[src/rtl/pipe_hazard_ctrl.sv]
// Hazard/stall controller for the IF/EXE/WB pipeline: branch flush, load-use bubbles, data-memory wait.
// Optional PIPE_HAZARD_PERF_EN adds stall_cycles / flush_events performance counters.
module pipe_hazard_ctrl #(
    parameter int LOAD_BUBBLES = 1,
    parameter int MEM_TIMEOUT  = 15
) (
    input  logic        clk,
    input  logic        rst,
    input  logic [4:0]  if_rs1,
    input  logic [4:0]  if_rs2,
    input  logic        if_uses_rs1,
    input  logic        if_uses_rs2,
    input  logic [4:0]  ex_rd,
    input  logic        ex_reg_we,
    input  logic        ex_is_load,
    input  logic        br_taken,
    input  logic        dmem_req,
    input  logic        dmem_ready,
    output logic        pc_stall,
    output logic        if2exe_stall,
    output logic        if2exe_flush,
    output logic        mem_timeout,
    output logic [1:0]  state_dbg
`ifdef PIPE_HAZARD_PERF_EN
    ,
    output logic [31:0] stall_cycles,
    output logic [31:0] flush_events
`endif
);

    typedef enum logic [1:0] {
        ST_RUN      = 2'd0,
        ST_BUBBLE   = 2'd1,
        ST_MEM_WAIT = 2'd2
    } state_t;

    state_t     state_reg;
    logic [2:0] bub_cnt_reg;
    logic [7:0] wait_cnt_reg;
    logic       luh;
    logic       mem_miss;
    logic       wait_done;

    assign luh = ex_is_load && ex_reg_we && (ex_rd != 5'd0) &&
                 ((if_uses_rs1 && (if_rs1 == ex_rd)) || (if_uses_rs2 && (if_rs2 == ex_rd)));
    assign mem_miss  = dmem_req && !dmem_ready;
    assign wait_done = (wait_cnt_reg == 8'(MEM_TIMEOUT));
    assign state_dbg = state_reg;

    // Same-cycle control response; priority in RUN is memory > branch > load-use.
    always_comb begin
        pc_stall     = 1'b0;
        if2exe_stall = 1'b0;
        if2exe_flush = 1'b0;
        if (!rst) begin
            case (state_reg)
                ST_RUN: begin
                    if (mem_miss) begin
                        pc_stall     = 1'b1;
                        if2exe_stall = 1'b1;
                    end else if (br_taken) begin
                        if2exe_flush = 1'b1;
                    end else if (luh) begin
                        pc_stall     = 1'b1;
                        if2exe_flush = 1'b1;
                    end
                end
                ST_BUBBLE: begin
                    pc_stall     = 1'b1;
                    if2exe_flush = 1'b1;
                end
                ST_MEM_WAIT: begin
                    pc_stall     = !dmem_ready && !wait_done;
                    if2exe_stall = !dmem_ready && !wait_done;
                end
                default: ;
            endcase
        end
    end

    always_ff @(posedge clk) begin
        if (rst) begin
            state_reg    <= ST_RUN;
            bub_cnt_reg  <= 3'd0;
            wait_cnt_reg <= 8'd0;
            mem_timeout  <= 1'b0;
        end else begin
            case (state_reg)
                ST_RUN: begin
                    if (mem_miss) begin
                        state_reg    <= ST_MEM_WAIT;
                        wait_cnt_reg <= 8'd1;
                    end else if (!br_taken && luh && (LOAD_BUBBLES > 1)) begin
                        state_reg   <= ST_BUBBLE;
                        bub_cnt_reg <= 3'(LOAD_BUBBLES - 1);
                    end
                end
                ST_BUBBLE: begin
                    bub_cnt_reg <= bub_cnt_reg - 3'd1;
                    // A zero count can only come from corruption; leave rather than wrap.
                    if (bub_cnt_reg <= 3'd1) begin
                        state_reg <= ST_RUN;
                    end
                end
                ST_MEM_WAIT: begin
                    if (dmem_ready) begin
                        state_reg <= ST_RUN;
                    end else if (wait_done) begin
                        state_reg   <= ST_RUN;
                        mem_timeout <= 1'b1;
                    end else begin
                        wait_cnt_reg <= wait_cnt_reg + 8'd1;
                    end
                end
                default: state_reg <= ST_RUN;
            endcase
        end
    end

`ifdef PIPE_HAZARD_PERF_EN
    always_ff @(posedge clk) begin
        if (rst) begin
            stall_cycles <= 32'd0;
            flush_events <= 32'd0;
        end else begin
            if (pc_stall) begin
                stall_cycles <= stall_cycles + 32'd1;
            end
            if (if2exe_flush) begin
                flush_events <= flush_events + 32'd1;
            end
        end
    end
`endif

endmodule

[config.mk]
export PLATFORM = sky130hd
export DESIGN_NAME = pipe_hazard_ctrl
export DESIGN_NICKNAME = d
export VERILOG_FILES = /design/src/rtl/pipe_hazard_ctrl.sv
export SDC_FILE = /design/constraint.sdc
export NUM_CORES = 1
export LEC_CHECK = 0
export ABC_CLOCK_PERIOD_IN_PS = 3280
export BUFFER_PORTS_ARGS = -buffer_cell sky130_fd_sc_hd__buf_2
export CAP_MARGIN = 0
export CORE_MARGIN = 10
export CORE_UTILIZATION = 49
export CTS_BUF_LIST = sky130_fd_sc_hd__clkbuf_8
export CTS_CLUSTER_DIAMETER = 40
export CTS_CLUSTER_SIZE = 16
export DETAILED_ROUTE_END_ITERATION = 7
export PLACE_DENSITY = 0.92
export SKIP_CTS_REPAIR_TIMING = 1
export SKIP_LAST_GASP = 1
export SLEW_MARGIN = 20
export SYNTH_ARGS = -nofsm -noshare
export SYNTH_HDL_FRONTEND = slang
export SYNTH_SLANG_ARGS = --single-unit
[constraint.sdc]
create_clock -name clk -period 3.28 [get_ports clk]
set_input_delay 0.328 -clock clk [delete_from_list [all_inputs] [get_ports clk]]
set_output_delay 0.328 -clock clk [all_outputs]
set_load 0.05 [all_outputs]
---- Word-level counts from Yosys, hierarchy flattened ----
Cells that the tools add are included.
word-level totals
  latch bits .............................. 0
  memories ................................ 0
  output and inout bits ................... 6
  word-level logic and storage cells ...... 55
  bits in registers ....................... 14
  bits in read-only memories .............. 0
  memory bits (writable) .................. 0
cells by class
  multiply operators ...................... 0
  shift-type cells ........................ 0
  equal/unequal tests ..................... 10
  $add $sub $neg .......................... 2
  div/mod/pow operators ................... 0
  multiplexer cells ....................... 21
  bitwise logic cells ..................... 1
  reduce and logical (&&, ||, !) cells .... 16
  magnitude comparators ................... 1
operator list
  cell                 count
  $mux 8               3
  $pmux 8 s2           1
  $eq 5x5->1           2
  $mux 1               9
  $add 8x1->8 const B  1
  $eq 8x4->1 const B   1
  $mux 2               4
  $ne 2x2->1 const B   4
  $logic_and 1x1->1    7
  $pmux 2 s3           1
  $reduce_and 3->1     2
  $reduce_bool 5->1    1
  $pmux 1 s2           2
  $reduce_and 4->1     1
  $le 3x1->1 const B   1
  $ne 3x3->1 const B   1
  $pmux 1 s3           1
  $sub 3x1->3 const B  1
  $eq 2x1->1 const B   1
  $eq 2x2->1 const B   1
  $logic_not 1->1      2
  $logic_not 2->1      1
  $reduce_bool 2->1    1
  $logic_or 1x1->1     1
  $not 1->1            1

---- Longest topological paths before layout ----
  depth after elaboration ................. 9
  gate-level depth with buffers ........... 6
  gate-level depth less buffers ........... 5

---- Worst setup path after synthesis ----
OpenSTA, ideal clock, no wires.
  path kind ............................... register -> output
  start ................................... register state_reg[1] (netlist: state_dbg[1])
  end ..................................... output pc_stall
  cell stages (with the launch flop) ...... 6
  setup slack ............................. 838 ps
  arrival ................................. 2,114 ps
  cells stage by stage .................... dfxtp_1 buf_4 o21bai_1 a31o_4 buf_2 o22ai_1
on the way
  cells in the longest elaborated chain, start to end .. 3
RTL lines
  what                                line  source
  from (decl)                         37    state_t state_reg;
  from (signal assigned)              83    state_reg <= ST_RUN;
  from (signal assigned)              91    state_reg <= ST_MEM_WAIT;
  from (signal assigned)              94    state_reg <= ST_BUBBLE;
  $eq 2x2->1 (tied with other cells)  56    case (state_reg)
  $pmux 1 s3 (*)                      56
  $mux 1 (*)                          55    if (!rst) begin
  to (decl)                           19    output logic pc_stall,
Mark *: on every way between the ends. The rest lies on a longest branch, timed or not.

---- Worst setup path after layout ----
  start ................................... register wait_cnt_reg[0]
  end ..................................... output pc_stall
on the way
  cells in the longest elaborated chain, start to end .. 5
RTL lines
  what                    line  source
  from (decl)             39    logic [7:0] wait_cnt_reg;
  from (signal assigned)  112   wait_cnt_reg <= wait_cnt_reg + 8'd1;
  $eq 8x4->1              47    assign wait_done = (wait_cnt_reg == 8'(MEM_TIMEOUT));
  $logic_not 1->1         73    pc_stall = !dmem_ready && !wait_done;
  $logic_and 1x1->1       73
  $pmux 1 s3              56
  $mux 1                  55
No other way between the ends.

==> impl_results.md <==
* Metal3 WL at a little over 80 um
* Buffer levels on the longest clock path at 2
* Layout area overhead at 25.1%
* Crit path DAT at around 1.8 ns
* GRT Overall Usage at 0.114
* Chip height at 57.9 um
* Antenna violations before repair at 0
* Power per cell area at between 300 and 400 nW/um^2
* DR DRC count at 0
* 1st-iter DRT viols at 30
* Min-delay worst type: primary input to flip-flop
* Via count at between 700 and 800
* Most used DFF post-synth: dfxtp_1
* Die Wd at ~58 um
* Crit-path max FO at 15
* GR Overflow Total at 0
* Gpl congestion at slightly above 0.8
* Metal-1 WL at roughly 800 um
* I/O Buffers at 28
* Die ar. at ~3400 sq um
* Maxcap violations at 0
* Setup TNS at 0 ns
* Cell Area, Synth at 703 sq um
* Post-synth EDFFs at 0
* Layout cell share with drive strength beyond 1 at 0.304
* Final max-slew violation count at 0
* Count of state elements after synthesis at 10
* Sequential power share at 0.398
* Max reg flops at 8
* Logic pwr share at 0.195
* Pwr Total at between 0.0003 and 0.0004 W
* Pint at between 0.0002 and 0.00025 W
* Core ar. at 1330 sq um
* ANT cells at 0
* Period utilization at 0.646
* Yosys top cell area share at 0.285
* Detailed-route wire length per cell at roughly 15 um
* Crit path time final at about 2.1 ns
* # setup viols final at 0
* Hpwl dp at roughly 1500 um
* Most frequent cell after synthesis: dfxtp_1
* Vias in the first global route at ~710
* Sw Share at 0.279
* Most frequent cells after synthesis: dfxtp_1 (10), nand2_1 (8), xor2_1 (8)
* WP data required at 2.95 ns
* RSZ-0062 raised after global routing: no
* VDD IR-drop max at between 200 and 300 uV
* Clock tree root driver cell: clkbuf_8
* Largest net degree at the start of global routing at 16
* Hold Vio Cnt, Final at 0
* Highest metal used: met4
* Row count at 13
* Switching power at 0.0000886 W
* Synth Warn # at 0
* Status: completed
* CTS tree: built
* # clock sinks at 10
* Top Ports at 30
* Finished Core Util at 0.659
* Setup CP Type: flip-flop to output pin
* Netlist cell types at 38
* Layout Skew at between 0.0007 and 0.0008 ns
* Critical Path Source Type: flip-flop
* Final WL at 1950 um
* Initial core utilization at 0.527
* Post-synthesis async set-or-reset flop share at 0
* Gate Count Post-Synth at 85
* Mapped Nets at 110
* Clock share of power at 0.407
* Hold WS at ~0.38 ns
* Clock latency on the worst-skew pair at around 0.24 ns
* H-tree levels at 1
* Post-layout nets at 139
* Pleak at around 0.37 nW
* Total CTS buffers at 3
* Top cells by area, synth: dfxtp_1 (28%), xor2_1 (10%), nand2_1 (4.3%)
* Sequential area share after synthesis at 0.285
* CP Capture Type: output pin
* Drt pass-1 iters at 4
* Met2 routed WL at around 1000 um
* Routed vias/inst at 5.73
* Avg Cell Area, Syn at 8.27 sq um
* Cell accounting for the most synthesized area: dfxtp_1
* Clock slew at reported path FFs at approximately 0.050 ns
* Fmax at between 400 and 500 MHz
* Routed Antenna Nets at 0
* First-pass GRT wire length at 3100 um
layer usage:
| metal | up-vias | track usage |
|---|---|---|
| met2 | 25 | 0.187 |
| met1 | 332 | 0.130 |
| met5 | - | 0 |
| met4 | 0 | 0.0604 |
| li1 | 368 | - |
| met3 | 3 | 0.0327 |
power groups by stage:
stage | Sequential (W) | Combinational, W | Clock [W]
3_5_place_dp | 0.000129 | 0.0000614 | 0
3_3_place_gp | 0.000128 | 0.0000597 | 0
4_1_cts | 0.000126 | 0.0000619 | 0.000130
5_1_grt | 0.000127 | 0.0000675 | 0.000137
2_1_floorplan | 0.000129 | 0.0000376 | 0
6_report | 0.000127 | 0.0000619 | 0.000129
cell usage in the layout (no fill, tap or decap):
cell type	Yosys	layout
o21ai_0	3	3
nor2b_1	2	2
o211ai_1	3	3
o31ai_1	1	1
dfxtp_1	10	10
conb_1	1	1
nor4_4	1	1
xor2_1	8	8
or3_1	3	3
nand2b_1	1	1
nor2_1	6	6
or2_0	1	1
ha_1	1	1
a31o_4	1	1
nor4_1	2	2
xnor2_1	2	2
and2_0	1	1
o311a_1	1	1
o21bai_1	1	1
clkbuf_8	0	3
and3_4	1	1
mux2i_1	1	1
or2_1	1	1
nand2_1	8	8
nand3_1	4	4
nor3_1	1	1
a221oi_1	1	1
o41ai_1	1	1
inv_1	2	2
nand4_1	1	1
nor3b_1	1	1
a32oi_1	2	2
buf_2	1	28
a31oi_1	1	1
a21oi_1	3	3
o22ai_1	1	1
or4_1	3	3
stage by stage:
stage | cells | cell area, sq um | setup slack (ns)
6_report | 127 | 880 | 1.16
3_5_place_dp | 124 | 838 | 1.42
3_3_place_gp | 124 | 838 | 1.43
5_1_grt | 127 | 880 | 1.11
4_1_cts | 127 | 880 | 1.18
2_1_floorplan | 85 | 703 | 0.838
worst max-delay path: stages, from the launching register on:
cell and delay [ns]:
dfxtp_1 0.35, ha_1 0.24, and3_4 0.21, a31o_4 0.30, o22ai_1 0.16, buf_2 0.28
final timing paths:
kind              slack [ns]             from               to  cells past startpoint
setup / recovery        1.16  wait_cnt_reg[0]         pc_stall                      5
setup reg to reg        1.44  wait_cnt_reg[0]  wait_cnt_reg[7]                      5
hold reg to reg         0.47      mem_timeout      mem_timeout                      2
hold / removal          0.38              rst      mem_timeout                      2
cells by family (layout without fill, tap and decap cells):
family / Yosys count / in the layout / synth area share
AO/OA/AOI/OAI: 19 / 19 / 0.203
XOR/XNOR: 10 / 10 / 0.125
adder cells (fa/ha/maj): 1 / 1 / 0.0178
buffers and inverters: 6 / 33 / 0.0445
flip-flops: 10 / 10 / 0.285
multiplexers: 1 / 1 / 0.0142
other: 1 / 1 / 0.00533
AND/OR/NAND/NOR: 37 / 37 / 0.306
area by class of cell:
cell class	instances	area (sq um)
Multi-Input combinational cell	69	472
Fill cell	118	454
Sequential cell	10	200
Timing Repair Buffer	28	140
Clock buffer	3	41.3
Tap cell	15	18.8
Inverter	2	7.51
Power figures use the tool's default switching activity.
